### src/rtl/rom_ctrl_compare_pkg.sv
// Shared types and helpers for the multi-lane ROM digest comparator.
// State encodings keep a pairwise Hamming distance of at least 3.
package rom_ctrl_compare_pkg;

  typedef enum logic [4:0] {
    StIdle   = 5'b10110,
    StStream = 5'b01101,
    StDone   = 5'b11011,
    StError  = 5'b00000
  } state_e;

  typedef logic [3:0] mubi4_t;
  parameter mubi4_t MuBi4True  = 4'h6;
  parameter mubi4_t MuBi4False = 4'h9;

  function automatic mubi4_t mubi4_bool_to_mubi(input logic b);
    return b ? MuBi4True : MuBi4False;
  endfunction

  // Width needed to index n items; never less than one bit.
  function automatic int unsigned vbits(input int unsigned n);
    return (n <= 1) ? 1 : $clog2(n);
  endfunction

  function automatic int unsigned num_beats(input int unsigned words, input int unsigned lanes);
    return (words + lanes - 1) / lanes;
  endfunction

endpackage

### src/rtl/rom_ctrl_compare_beat.sv
// Combinational beat slicer: selects the lanes of one beat, masks lanes past the
// end of the digest and reports equality plus the lowest mismatching word index.
module rom_ctrl_compare_beat
  import rom_ctrl_compare_pkg::*;
#(
  parameter int unsigned NumWords      = 8,
  parameter int unsigned WordW         = 32,
  parameter int unsigned LanesPerCycle = 2,
  parameter int unsigned BeatW         = 2,
  parameter int unsigned IdxW          = 3
) (
  input  logic [NumWords*WordW-1:0]      digest_i,
  input  logic [NumWords*WordW-1:0]      exp_digest_i,
  input  logic [BeatW-1:0]               beat_i,
  output logic [LanesPerCycle*WordW-1:0] data_o,
  output logic [LanesPerCycle-1:0]       mask_o,
  output logic                           match_o,
  output logic [IdxW-1:0]                first_idx_o
);

  logic found;

  // Lanes are scanned in ascending order, so the first hit is the lowest word index.
  always_comb begin
    data_o      = '0;
    mask_o      = '0;
    match_o     = 1'b1;
    first_idx_o = '0;
    found       = 1'b0;
    for (int unsigned l = 0; l < LanesPerCycle; l++) begin
      for (int unsigned w = 0; w < NumWords; w++) begin
        if (w == 32'(beat_i) * LanesPerCycle + l) begin
          data_o[l*WordW +: WordW] = digest_i[w*WordW +: WordW];
          mask_o[l]                = 1'b1;
          if (digest_i[w*WordW +: WordW] != exp_digest_i[w*WordW +: WordW]) begin
            match_o = 1'b0;
            if (!found) begin
              found       = 1'b1;
              first_idx_o = IdxW'(w);
            end
          end
        end
      end
    end
  end

endmodule

### src/rtl/rom_ctrl_compare_stream.sv
// Walks computed vs expected digests a beat at a time, streams the computed digest
// to keymgr over valid/ready, and reports a sticky match result plus alerts.
module rom_ctrl_compare_stream
  import rom_ctrl_compare_pkg::*;
#(
  parameter int unsigned NumWords      = 8,
  parameter int unsigned WordW         = 32,
  parameter int unsigned LanesPerCycle = 2,
  parameter bit          EarlyAbort    = 1'b0,
  localparam int unsigned NumBeats     = num_beats(NumWords, LanesPerCycle),
  localparam int unsigned AW           = vbits(NumWords),
  localparam int unsigned BW           = vbits(NumBeats)
) (
  input  logic                           clk_i,
  input  logic                           rst_i,
  input  logic                           start_i,
  input  logic [NumWords*WordW-1:0]      digest_i,
  input  logic [NumWords*WordW-1:0]      exp_digest_i,
  output logic                           out_valid_o,
  input  logic                           out_ready_i,
  output logic [LanesPerCycle*WordW-1:0] out_data_o,
  output logic [LanesPerCycle-1:0]       out_mask_o,
  output logic                           out_last_o,
  output logic                           done_o,
  output mubi4_t                         good_o,
  output logic [AW-1:0]                  mismatch_idx_o,
  output logic                           alert_o
);

  localparam logic [BW-1:0] LastBeat = BW'(NumBeats - 1);

  state_e          state_q, state_d;
  logic [BW-1:0]   beat_q, beat_d;
  logic [BW-1:0]   beat_n_q, beat_n_d;
  logic            matches_q, matches_d;
  logic [AW-1:0]   mismatch_idx_q, mismatch_idx_d;
  mubi4_t          good_q, good_d;
  logic            alert_q, alert_d;

  logic [LanesPerCycle*WordW-1:0] beat_data;
  logic [LanesPerCycle-1:0]       beat_mask;
  logic                           beat_match;
  logic [AW-1:0]                  beat_first_idx;
  logic                           transfer, is_last, abort, cnt_err;

  rom_ctrl_compare_beat #(
    .NumWords      (NumWords),
    .WordW         (WordW),
    .LanesPerCycle (LanesPerCycle),
    .BeatW         (BW),
    .IdxW          (AW)
  ) u_beat (
    .digest_i     (digest_i),
    .exp_digest_i (exp_digest_i),
    .beat_i       (beat_q),
    .data_o       (beat_data),
    .mask_o       (beat_mask),
    .match_o      (beat_match),
    .first_idx_o  (beat_first_idx)
  );

  assign transfer = (state_q == StStream) && out_ready_i;
  assign is_last  = (beat_q == LastBeat);
  assign abort    = EarlyAbort && !beat_match;
  // Counter is held alongside an inverted copy; any disagreement is a fault.
  assign cnt_err  = (beat_q != ~beat_n_q);

  always_ff @(posedge clk_i) begin
    if (rst_i) begin
      state_q <= StIdle;
    end else begin
      state_q <= state_d;
    end
  end

  always_comb begin
    state_d = state_q;
    case (state_q)
      StIdle:   if (start_i) state_d = StStream;
      StStream: if (transfer && (is_last || abort)) state_d = StDone;
      StDone:   state_d = StDone;
      StError:  state_d = StError;
      default:  state_d = StError;
    endcase
  end

  always_comb begin
    beat_d         = beat_q;
    beat_n_d       = beat_n_q;
    matches_d      = matches_q;
    mismatch_idx_d = mismatch_idx_q;
    if (transfer) begin
      matches_d = matches_q & beat_match;
      if (matches_q && !beat_match) mismatch_idx_d = beat_first_idx;
      if (!is_last) begin
        beat_d   = beat_q + 1'b1;
        beat_n_d = beat_n_q - 1'b1;
      end
    end
    good_d  = (state_q == StDone) ? mubi4_bool_to_mubi(matches_q) : MuBi4False;
    alert_d = alert_q
            | (state_q == StError)
            | (start_i && (state_q != StIdle))
            | ((state_q == StIdle) && (beat_q != '0))
            | (transfer && is_last && (~beat_n_q != LastBeat))
            | cnt_err;
  end

  always_ff @(posedge clk_i) begin
    if (rst_i) begin
      beat_q         <= '0;
      beat_n_q       <= '1;
      matches_q      <= 1'b1;
      mismatch_idx_q <= '1;
      good_q         <= MuBi4False;
      alert_q        <= 1'b0;
    end else begin
      beat_q         <= beat_d;
      beat_n_q       <= beat_n_d;
      matches_q      <= matches_d;
      mismatch_idx_q <= mismatch_idx_d;
      good_q         <= good_d;
      alert_q        <= alert_d;
    end
  end

  // good_q is masked by Done so a late state fault can never leave True visible.
  always_comb begin
    out_valid_o    = (state_q == StStream);
    out_data_o     = beat_data;
    out_mask_o     = beat_mask;
    out_last_o     = (state_q == StStream) && is_last;
    done_o         = (state_q == StDone);
    good_o         = (state_q == StDone) ? good_q : MuBi4False;
    mismatch_idx_o = mismatch_idx_q;
    alert_o        = alert_q;
  end

endmodule

### config.mk
export PLATFORM = sky130hd
export DESIGN_NAME = rom_ctrl_compare_stream
export DESIGN_NICKNAME = d
export VERILOG_FILES = /design/src/rtl/rom_ctrl_compare_pkg.sv /design/src/rtl/rom_ctrl_compare_beat.sv /design/src/rtl/rom_ctrl_compare_stream.sv
export SDC_FILE = /design/constraint.sdc
export NUM_CORES = 1
export LEC_CHECK = 0
export CAP_MARGIN = 30
export CORE_AREA = 4 4 225 227
export CTS_CLUSTER_SIZE = 20
export DETAILED_ROUTE_END_ITERATION = 7
export DIE_AREA = 0 0 229 231
export MAX_ROUTING_LAYER = met4
export PLACE_DENSITY = 0.48
export SYNTH_ARGS = -nofsm -noshare
export SYNTH_HDL_FRONTEND = slang
export SYNTH_SLANG_ARGS = --single-unit
### constraint.sdc
create_clock -name clk_i -period 2.04 [get_ports clk_i]
set_clock_uncertainty 0.05 [all_clocks]
set_input_delay 0.306 -clock clk_i [delete_from_list [all_inputs] [get_ports clk_i]]
set_output_delay 0.306 -clock clk_i [all_outputs]
set_load 0.02 [all_outputs]
==> impl_results.md <==
* CTS tree: yes
* Final Hold Fails at 0
* Setup TNS at -14.22 ns
* VDD IR max at 384 uV
* Core area at 48600 um^2
* Syn Area/Cell at roughly 6 um^2
* Hold Crit Class: reg -> reg
* Slew Viols, Final at 0
* Fin crit period at about 2.4 ns
* Layout cells sized above 1 at between 40% and 50%
* Net switching power at 1.68 mW
* Crit. Startpoint: beat_q[0]
* Violated checks: negative setup slack
* Pleak at 9.12 nW
* Final net count at ~2300
* Max Clock Freq at 421 MHz
* Largest net degree at the start of global routing at 52
* Avg WL per Cell at approximately 22 um
* Slew @ Worst Pin at 0.435 ns
* Setup-failing EPs final at 68
* Final period utilization at 116%
* Fin area at 17800 um^2
* Sequential share of power at 7.5%
* Number of clock buffers inserted by TritonCTS at 3
* Layout Utilization at roughly 37%
* Post-synthesis cell area at 5710 um^2
* Clock network power share at 10.5%
* Gr ovfl total at 0
* Slew margin rel. at 70.9%
* Final worst setup slack at -0.336 ns
* Vias at 10100
* Starting density of the core at about an eighth
* Io pins at 593
* Die Area at 52900 um^2
* Post-synthesis sequential area ratio at 4.91%
* Biggest cell delay along the critical path at 0.36 ns
* DRC viols at 0
* Fillers at 5125
* Area delta synth->final at 211%
* Number of rows created at floorplan at 81
* Clock tree buffer depth at 2
* Critical Path AT at 2.02 ns
* Die Span Y at 231 um
* FF+latch area at 283 um^2
* Synth Instances at 943
* Sink Count at 14
* Crit-path slowest cell: dfxtp_2
* Synthesized flop and latch total at 14
* Clk pin slew, worst setup/hold paths at 0.05 ns
* MaxCap Viol Count at 0
* Worst Setup End Kind: output pin
* Initial antenna violation count at 19
* First-pass GRT wire length at 73.3 mm
* Placed instance area at between 10000 and 15000 um^2
* First-pass iteration count of the detailed router at 5
* DP HPWL at 47.4 mm
* Synth warn at 0
* Syn_nets at 1465
* Total Routing Usage GR at approximately a fifth
* Status: complete, but fails checks
* Clock Latency Late Sink at 0.25 ns
* Crit-path max FO at 7
* RSZ-0062 raised after global routing: yes
* Root Driver: clkbuf_16
* Setup crit start kind: flop
* Worst setup path category: reg -> out
* Drt initial violations at 437
* Worst endpoint required time at 1.68 ns
* Placer Congestion at 1.05
* Hold Slack at 0.450 ns
* Worst r2r src: beat_q[1]
* Switching share of power at between 40% and 50%
* Chip Width at 229 um
* Final antenna-violating net count at 0
* Number of global-route vias before repair at 10600
* IO Port Bufs at a little under 600
* Critical path, cell by cell: inv_2 > ha_4 > buf_12 > buf_6 > buf_4 > nand2_2 > nor2_1 > a21oi_1 > buf_4 > nor2_2 > a21oi_2 > o21ai_2 > buf_6
* Via-to-Cell Ratio at roughly 4.1
* DRT Wirelength at between 50 and 60 mm
* H-tree lvl count at 1
* Pwr/cell area at 224 nW/um^2
* Multi-input logic area at about 7500 um^2
* Synth cell types at 34
* Hold Startpoint: state_q[2]
* Tot Pwr at 3.98 mW
* Logic gate share of total power at 82.0%
* Cell Int Power at ~2.3 mW
[Yosys cell counts (all sizes together)]
| library cell | number | share of area (%) |
|---|---|---|
| a21o | 3 | 0.39 |
| a21oi | 132 | 12 |
| a221o | 1 | 0.18 |
| a31o | 1 | 0.15 |
| a31oi | 1 | 0.11 |
| a32o | 1 | 0.18 |
| a32oi | 1 | 0.15 |
| and2 | 3 | 0.35 |
| and3 | 3 | 0.33 |
| buf | 7 | 0.66 |
| clkbuf | 49 | 3.2 |
| dfxtp | 14 | 4.9 |
| ha | 6 | 1.3 |
| inv | 7 | 0.46 |
| mux2i | 2 | 0.35 |
| nand2 | 151 | 9.9 |
| nand2b | 1 | 0.11 |
| nand3b | 1 | 0.13 |
| nand4 | 14 | 1.5 |
| nor2 | 133 | 8.7 |
| nor2b | 4 | 0.44 |
| nor3 | 1 | 0.088 |
| nor4 | 65 | 7.1 |
| o21a | 1 | 0.13 |
| o21ai | 76 | 6.7 |
| o41a | 1 | 0.20 |
| o41ai | 2 | 0.44 |
| or2 | 1 | 0.11 |
| or4 | 1 | 0.13 |
| xnor2 | 4 | 0.61 |
| xor2 | 256 | 39 |
[final cells by class]
cell class	instances	area share, %
antenna	20	0.282
clock buffer	4	0.500
inverter	7	0.162
multi-input combinational	866	41.9
sequential	14	1.59
tap	622	4.38
timing repair buffer	925	51.1
[cell usage in the layout, fill, tap and decap left out, types with 4 or more instances in the layout]
cell type / synthesis / final
buf_6: 0 / 99
buf_2: 0 / 6
a21oi_1: 132 / 24
clkdlybuf4s15_1: 0 / 44
xor2_1: 256 / 219
a21oi_4: 0 / 30
clkbuf_2: 0 / 47
xnor2_1: 4 / 4
nand2_1: 151 / 120
buf_8: 0 / 16
nand4_1: 14 / 14
nor4_1: 65 / 19
inv_1: 7 / 5
clkdlybuf4s50_1: 0 / 87
o21ai_2: 0 / 67
nor2_4: 0 / 53
nor2_1: 133 / 39
nor4_2: 0 / 43
diode_2: 0 / 20
nand2_4: 0 / 18
buf_12: 0 / 13
dlygate4sd2_1: 0 / 138
a21oi_2: 0 / 78
dfxtp_1: 14 / 12
ha_4: 0 / 4
dlymetal6s2s_1: 0 / 200
clkbuf_16: 0 / 7
xor2_2: 0 / 34
o21ai_1: 0 / 6
nor2_2: 0 / 41
buf_4: 3 / 265
nand2_2: 0 / 13
[routing by layer]
layer | vias to the layer above | global-route usage, % | routed length (um)
li1 | 4940 | - | -
met2 | 329 | 30.5 | 25900
met4 | 0 | 3.54 | 553
met3 | 28 | 3.50 | 2710
met5 | - | - | 0
met1 | 4782 | 25.9 | 25300
[sequential cells by signal, summed over array words and instances (netlist names)]
| signal | count |
|---|---|
| matches_q | 1 |
| good_q | 2 |
| mismatch_idx_o | 3 |
| beat_n_q | 2 |
| beat_q | 2 |
| state_q | 3 |
| alert_o | 1 |
[stage by stage]
stage,instances,setup slack (ns)
CTS,2424,-0.428
global route,2455,-0.384
finish,2458,-0.336
global placement,2407,-1.44
floorplan,943,-0.0698
detailed placement,2408,-1.07
[what timing repair did]
action	in CTS	in global routing
resized for setup	913	599
gates cloned	2	5
endpoints found under the setup margin	76	73
pin swaps	140	184
hold buffers	0	0
setup buffers	28	23
[logic make-up after synthesis]
family / Yosys count / share of synthesized area (%)
AO/OA/AOI/OAI: 220 / 20.2
XOR/XNOR: 260 / 39.9
buffers and inverters: 63 / 4.34
multiplexers: 2 / 0.351
flip-flops: 14 / 4.91
adder cells (fa/ha/maj): 6 / 1.32
AND/OR/NAND/NOR: 378 / 29.0
[worst paths after layout]
kind / cells past startpoint / endpoint / slack [ns]
max: 13 / out_data_o[9] / -0.34
min: 2 / state_q[2] / 0.45
max reg2reg: 9 / mismatch_idx_o[1] / -0.15
min reg2reg: 2 / state_q[2] / 0.45
[critical path, delay by kind of cell, from the launching register on]
kind / cells / cell delay, ns
AOI/OAI and AO/OA: 3 / 0.36
adders and majority gates: 1 / 0.19
buffers and inverters: 6 / 0.75
DFF: 1 / 0.36
and+or+nand+nor: 3 / 0.12
[power groups by stage]
stage,registers [mW],clock network (mW),logic (mW)
after floorplan,0.304,0,0.818
after global placement,0.303,0,2.97
after detailed placement,0.303,0,2.97
after CTS,0.298,0.422,3.07
after global routing,0.301,0.443,3.47
final,0.299,0.420,3.26
Power figures use the tool's default switching activity.
